<file path="src/rtl/spectro_pkg.sv">
// Shared spectrogram-path types and constants.
// Used by the FFT output serializer and the input demultiplexer.
package spectro_pkg;

    localparam int DEF_DATA_W   = 12;
    localparam int DEF_NUM_BINS = 8;

    localparam logic [11:0] SYNC_WORD = 12'hA5A;

    typedef enum logic [1:0] {
        ST_IDLE,
        ST_SYNC,
        ST_SEND,
        ST_GAP
    } fso_state_t;

endpackage

</file>
<file path="src/rtl/fft_output_serializer.sv">
// Serializes one packed FFT frame into per-bin valid/ready beats.
// Optional leading sync beat when FFT_OUT_SYNC_EN is defined.
module fft_output_serializer
    import spectro_pkg::*;
#(
    parameter int DATA_W     = DEF_DATA_W,
    parameter int NUM_BINS   = DEF_NUM_BINS,
    parameter int GAP_CYCLES = 7,
    localparam int IDX_W     = (NUM_BINS > 1) ? $clog2(NUM_BINS) : 1
) (
    input  logic                       clk,
    input  logic                       rst_n,
    input  logic [NUM_BINS*DATA_W-1:0] frame_data,
    input  logic                       frame_valid,
    output logic                       frame_ready,
    output logic [DATA_W-1:0]          out_data,
    output logic                       out_valid,
    input  logic                       out_ready,
    output logic [IDX_W-1:0]           out_index,
    output logic                       out_last,
    output logic                       out_sync
);

    localparam int GAP_W = (GAP_CYCLES > 1) ? $clog2(GAP_CYCLES) : 1;
    localparam logic [IDX_W-1:0] LAST_IDX = IDX_W'(NUM_BINS - 1);
    localparam logic [GAP_W-1:0] GAP_LOAD =
        GAP_W'((GAP_CYCLES > 0) ? GAP_CYCLES - 1 : 0);
    localparam logic ONE_BIN = (NUM_BINS == 1);

    fso_state_t                 state;
    logic [NUM_BINS*DATA_W-1:0] hold;
    logic [IDX_W-1:0]           idx;
    logic [IDX_W-1:0]           idx_nxt;
    logic [GAP_W-1:0]           gap_cnt;

`ifdef FFT_OUT_SYNC_EN
    logic sync_q;
    assign out_sync = sync_q;
`else
    assign out_sync = 1'b0;
`endif

    assign idx_nxt = idx + IDX_W'(1);

    // Frame capture, beat sequencing and inter-frame gap; all outputs registered.
    always_ff @(posedge clk or negedge rst_n) begin
        if (!rst_n) begin
            state       <= ST_IDLE;
            frame_ready <= 1'b0;
            hold        <= '0;
            idx         <= '0;
            gap_cnt     <= '0;
            out_valid   <= 1'b0;
            out_data    <= '0;
            out_index   <= '0;
            out_last    <= 1'b0;
`ifdef FFT_OUT_SYNC_EN
            sync_q      <= 1'b0;
`endif
        end else begin
            unique case (state)
                ST_IDLE: begin
                    frame_ready <= 1'b1;
                    if (frame_valid && frame_ready) begin
                        hold        <= frame_data;
                        frame_ready <= 1'b0;
                        idx         <= '0;
                        out_valid   <= 1'b1;
                        out_index   <= '0;
`ifdef FFT_OUT_SYNC_EN
                        state       <= ST_SYNC;
                        out_data    <= DATA_W'(SYNC_WORD);
                        out_last    <= 1'b0;
                        sync_q      <= 1'b1;
`else
                        state       <= ST_SEND;
                        out_data    <= frame_data[DATA_W-1:0];
                        out_last    <= ONE_BIN;
`endif
                    end
                end
`ifdef FFT_OUT_SYNC_EN
                ST_SYNC: begin
                    if (out_ready) begin
                        state    <= ST_SEND;
                        out_data <= hold[DATA_W-1:0];
                        out_last <= ONE_BIN;
                        sync_q   <= 1'b0;
                    end
                end
`endif
                ST_SEND: begin
                    if (out_ready) begin
                        if (idx == LAST_IDX) begin
                            idx       <= '0;
                            out_valid <= 1'b0;
                            out_data  <= '0;
                            out_index <= '0;
                            out_last  <= 1'b0;
                            if (GAP_CYCLES > 0) begin
                                state   <= ST_GAP;
                                gap_cnt <= GAP_LOAD;
                            end else begin
                                state       <= ST_IDLE;
                                frame_ready <= 1'b1;
                            end
                        end else begin
                            idx       <= idx_nxt;
                            out_index <= idx_nxt;
                            out_data  <= hold[DATA_W*int'(idx_nxt) +: DATA_W];
                            out_last  <= (idx_nxt == LAST_IDX);
                        end
                    end
                end
                ST_GAP: begin
                    if (gap_cnt == '0) begin
                        state       <= ST_IDLE;
                        frame_ready <= 1'b1;
                    end else begin
                        gap_cnt <= gap_cnt - GAP_W'(1);
                    end
                end
                default: begin
                    state <= ST_IDLE;
                end
            endcase
        end
    end

endmodule

</file>
<file path="config.mk">
export PLATFORM = sky130hd
export DESIGN_NAME = fft_output_serializer
export DESIGN_NICKNAME = d
export VERILOG_FILES = /design/src/rtl/spectro_pkg.sv /design/src/rtl/fft_output_serializer.sv
export SDC_FILE = /design/constraint.sdc
export NUM_CORES = 1
export LEC_CHECK = 0
export ABC_CLOCK_PERIOD_IN_PS = 2100
export CORE_ASPECT_RATIO = 1.25
export CORE_MARGIN = 4
export CORE_UTILIZATION = 39
export CTS_BUF_LIST = sky130_fd_sc_hd__clkbuf_8
export CTS_CLUSTER_SIZE = 8
export DETAILED_ROUTE_END_ITERATION = 16
export PLACE_DENSITY = 0.73
export SETUP_SLACK_MARGIN = 0.3
export SLEW_MARGIN = 30
export SYNTH_ARGS = -nofsm -noshare
export SYNTH_HDL_FRONTEND = slang
export SYNTH_SLANG_ARGS = --single-unit
</file>
<file path="constraint.sdc">
create_clock -name clk -period 2.1 [get_ports clk]
set_clock_uncertainty 0.15 [all_clocks]
set_input_delay 0.42 -clock clk [delete_from_list [all_inputs] [get_ports clk]]
set_output_delay 0.42 -clock clk [all_outputs]
set_load 0.01 [all_outputs]
</file>
==> results.py <==
metrics = {
    "finish": {
        "final_cell_mix": "dfrtp_1, clkdlybuf4s50_1, mux2_1",
        "drive_gt1_frac": 0.195,
        "multi_input_area_um2": 2390,
        "fin_area_um2": 7790,
        "nNetsFinal": 674,
        "diodes": 0,
        "final_common_cell": "dfrtp_1",
        "instances_no_fill": 755,
        "nFillCells": 1141,
        "syn_to_final_growth_pct": 41.7,
        "seq_area_um2": 2980,
    },
    "timing": {
        "fin_crit_sh": 0.996,
        "hold_viol_final": 0,
        "worst_pin_slew_ps": 602,
        "rsz0062_at_grt": "true",
        "fin_ws_ps": 8.76,
        "setup_violations": 0,
        "min_period_ps": 2090,
        "slew_violations": 0,
        "finalSetupTns_ps": 0,
        "max_freq_mhz": 478,
        "slew_headroom": 0.599,
    },
    "global_routing": {
        "grtUsageTotal": 0.185,
        "grt_overflow": 0,
        "grt_pass1_vias": 4363,
        "antenna_found_initial": 0,
        "grt_max_degree": 32,
        "grt_pass1_wl_um": 22700,
    },
    "synth": {
        "syn_inst": 412,
        "async_flop_share": 1.00,
        "synth_ff_type": "dfrtp_1",
        "synth-edff-count": 0,
        "ys_seq_area_frac": 0.542,
        "syn_area_um2": 5500,
        "syn-mean-instance-area_um2": 13.3,
        "ys_types": 33,
        "ys_ff_latch": 119,
        "syn-num-nets": 517,
        "yosys_warnings": 0,
    },
    "critical_path": {
        "slowest_delay_ps": 580,
        "r2r-start": "idx[0]$_DFFE_PN0P_",
        "cp_top_family": "compound AO/OA/AOI/OAI gates",
        "slowest_stage": "a222oi_1",
        "required_ps": 2320,
        "cp-startpoint": "idx[0]$_DFFE_PN0P_",
        "critPathKind": "register to register",
        "critPathMaxFanout": 7,
        "rr_worst_depth": 7,
        "startpoint_type": "register",
        "end_kind": "register",
        "cp_data_arrival_time_ps": 2310,
        "crit_buf_inv": 3,
        "r2r_end": "out_data[0]$_DFFE_PN0P_",
        "reg2reg_setup_slack_ps": 9,
        "cp_cell_sequence": "buf_6 > buf_12 > buf_16 > mux2i_4 > a222oi_1 > nand4_1 > nand2_1",
    },
    "clocking": {
        "clockBufferDepth": 2,
        "cts_tree": "built",
        "clk_latency_ps": 430,
        "clock-root-buffer": "clkbuf_8",
        "cts.sink_count": 119,
        "clk_pin_slew_ps": 70,
        "numCtsBuffers": 17,
        "cts_max_level": 4,
    },
    "placed_design": {
        "dp.cells": 702,
        "dp_slack_ps": -251,
        "portBuffers": 117,
        "gp_congestion": 0.843,
        "dpl_cell_area_um2": 7000,
        "dp_hpwl_um": 10600,
    },
    "detailed_routing": {
        "vias": 4042,
        "drcViolationCount": 0,
        "first_pass_iters": 7,
        "drt_iter0_drc": 346,
        "drtAntennaViolNets": 0,
        "routedWlPerCell_um": 20.1,
        "viasPerCell": 5.35,
        "drt-total-wl_um": 15200,
    },
    "floorplan": {
        "coreArea_um2": 13800,
        "start_util": 0.398,
        "die_area_um2": 16100,
        "fp.dieH_um": 141,
        "die_x_um": 114,
        "std_cell_rows": 48,
        "ios": 119,
    },
    "power_and_ir_drop": {
        "peakVddDrop_mv": 0.711,
        "power_density_nw_per_um2": 1320,
        "power.total_mw": 10.3,
        "p_leak_nw": 3.73,
    },
    "outcome": {
        "status": "finished clean",
    },
    "run": {
        "drv_cap": 0,
    },
    "min_path": {
        "min_path_type": "primary input to asynchronous set/reset pin",
    },
}
## flip-flops by register name (all words and copies together), names as in the netlist
register	flops
hold	96
out_data	12
gap_cnt	3
idx	3
state	2
frame_ready	1
out_last	1
out_valid	1
## where the power goes
part           switching [mW]  leakage, nW  internal [mW]  total (mW)
combinational            2.33         1.96           2.58        4.91
clock                   0.874        0.202           1.17        2.04
sequential              0.406         1.57           2.97        3.37
total                    3.61         3.73           6.71        10.3
## what timing repair did
| item | in CTS | in global routing |
|---|---|---|
| gates resized for setup | 36 | 19 |
| hold buffers | 1 | 0 |
| endpoints found under the setup margin | 30 | 105 |
| buffers inserted | 7 | 9 |
| cloned | 3 | 3 |
| endpoints found under the hold margin | 26 | 0 |
| pin swaps | 16 | 16 |
## stage by stage
stage | util | hold slack, ps
after global routing | 0.564 | 354
final | 0.564 | 331
after detailed placement | 0.507 | 256
after global placement | 0.507 | 252
after floorplan | - | -25.6
after CTS | 0.548 | 332
## cells by family (layout without fill, tap and decap cells)
logic type	Yosys count	in the layout	share of synthesized area
compound gates	43	43	0.0621
buf+inv	33	201	0.0426
flops	119	119	0.542
mux	144	144	0.284
fa+ha+maj	5	5	0.0114
other cells	1	1	0.000682
simple gates	67	67	0.0576
## per-layer routing
layer / track usage / share of wire / vias up
met2: 0.316 / 0.52 / 162
li1: - / - / 1817
met3: 0.0477 / 0.053 / 39
met4: 0.0901 / 0.032 / 0
met1: 0.216 / 0.39 / 2024
met5: 0 / 0 / -
## Yosys cell counts, drive strengths merged, types with 5 or more instances
cell    instances  share of area
ha              5          0.011
nand4          12          0.014
dfrtp         119           0.54
a22oi          12          0.020
nand2          38          0.026
o21ai           8         0.0073
buf            26          0.038
mux2           96           0.20
mux2i          48          0.087
a21oi           5         0.0046
a222oi         12          0.022
## worst max-delay path by stage
stage                                    end  slack (ps)  cells after the start
floorplan           out_data[10]$_DFFE_PN0P_          30                     10
global placement     out_data[5]$_DFFE_PN0P_        -150                      7
detailed placement   out_data[0]$_DFFE_PN0P_        -250                      6
CTS                  out_data[0]$_DFFE_PN0P_          80                      6
global route         out_data[5]$_DFFE_PN0P_          10                      8
finish               out_data[0]$_DFFE_PN0P_           9                      7
## final cells by class
class / count / share of cell area
Clock inverter: 12 / 0.0177
Tap cell: 175 / 0.0281
Timing Repair Buffer: 167 / 0.231
Inverter: 4 / 0.00225
Sequential cell: 119 / 0.382
Clock buffer: 18 / 0.0318
Multi-Input combinational cell: 260 / 0.307
No activity file was read; power rests on OpenSTA's default activity.
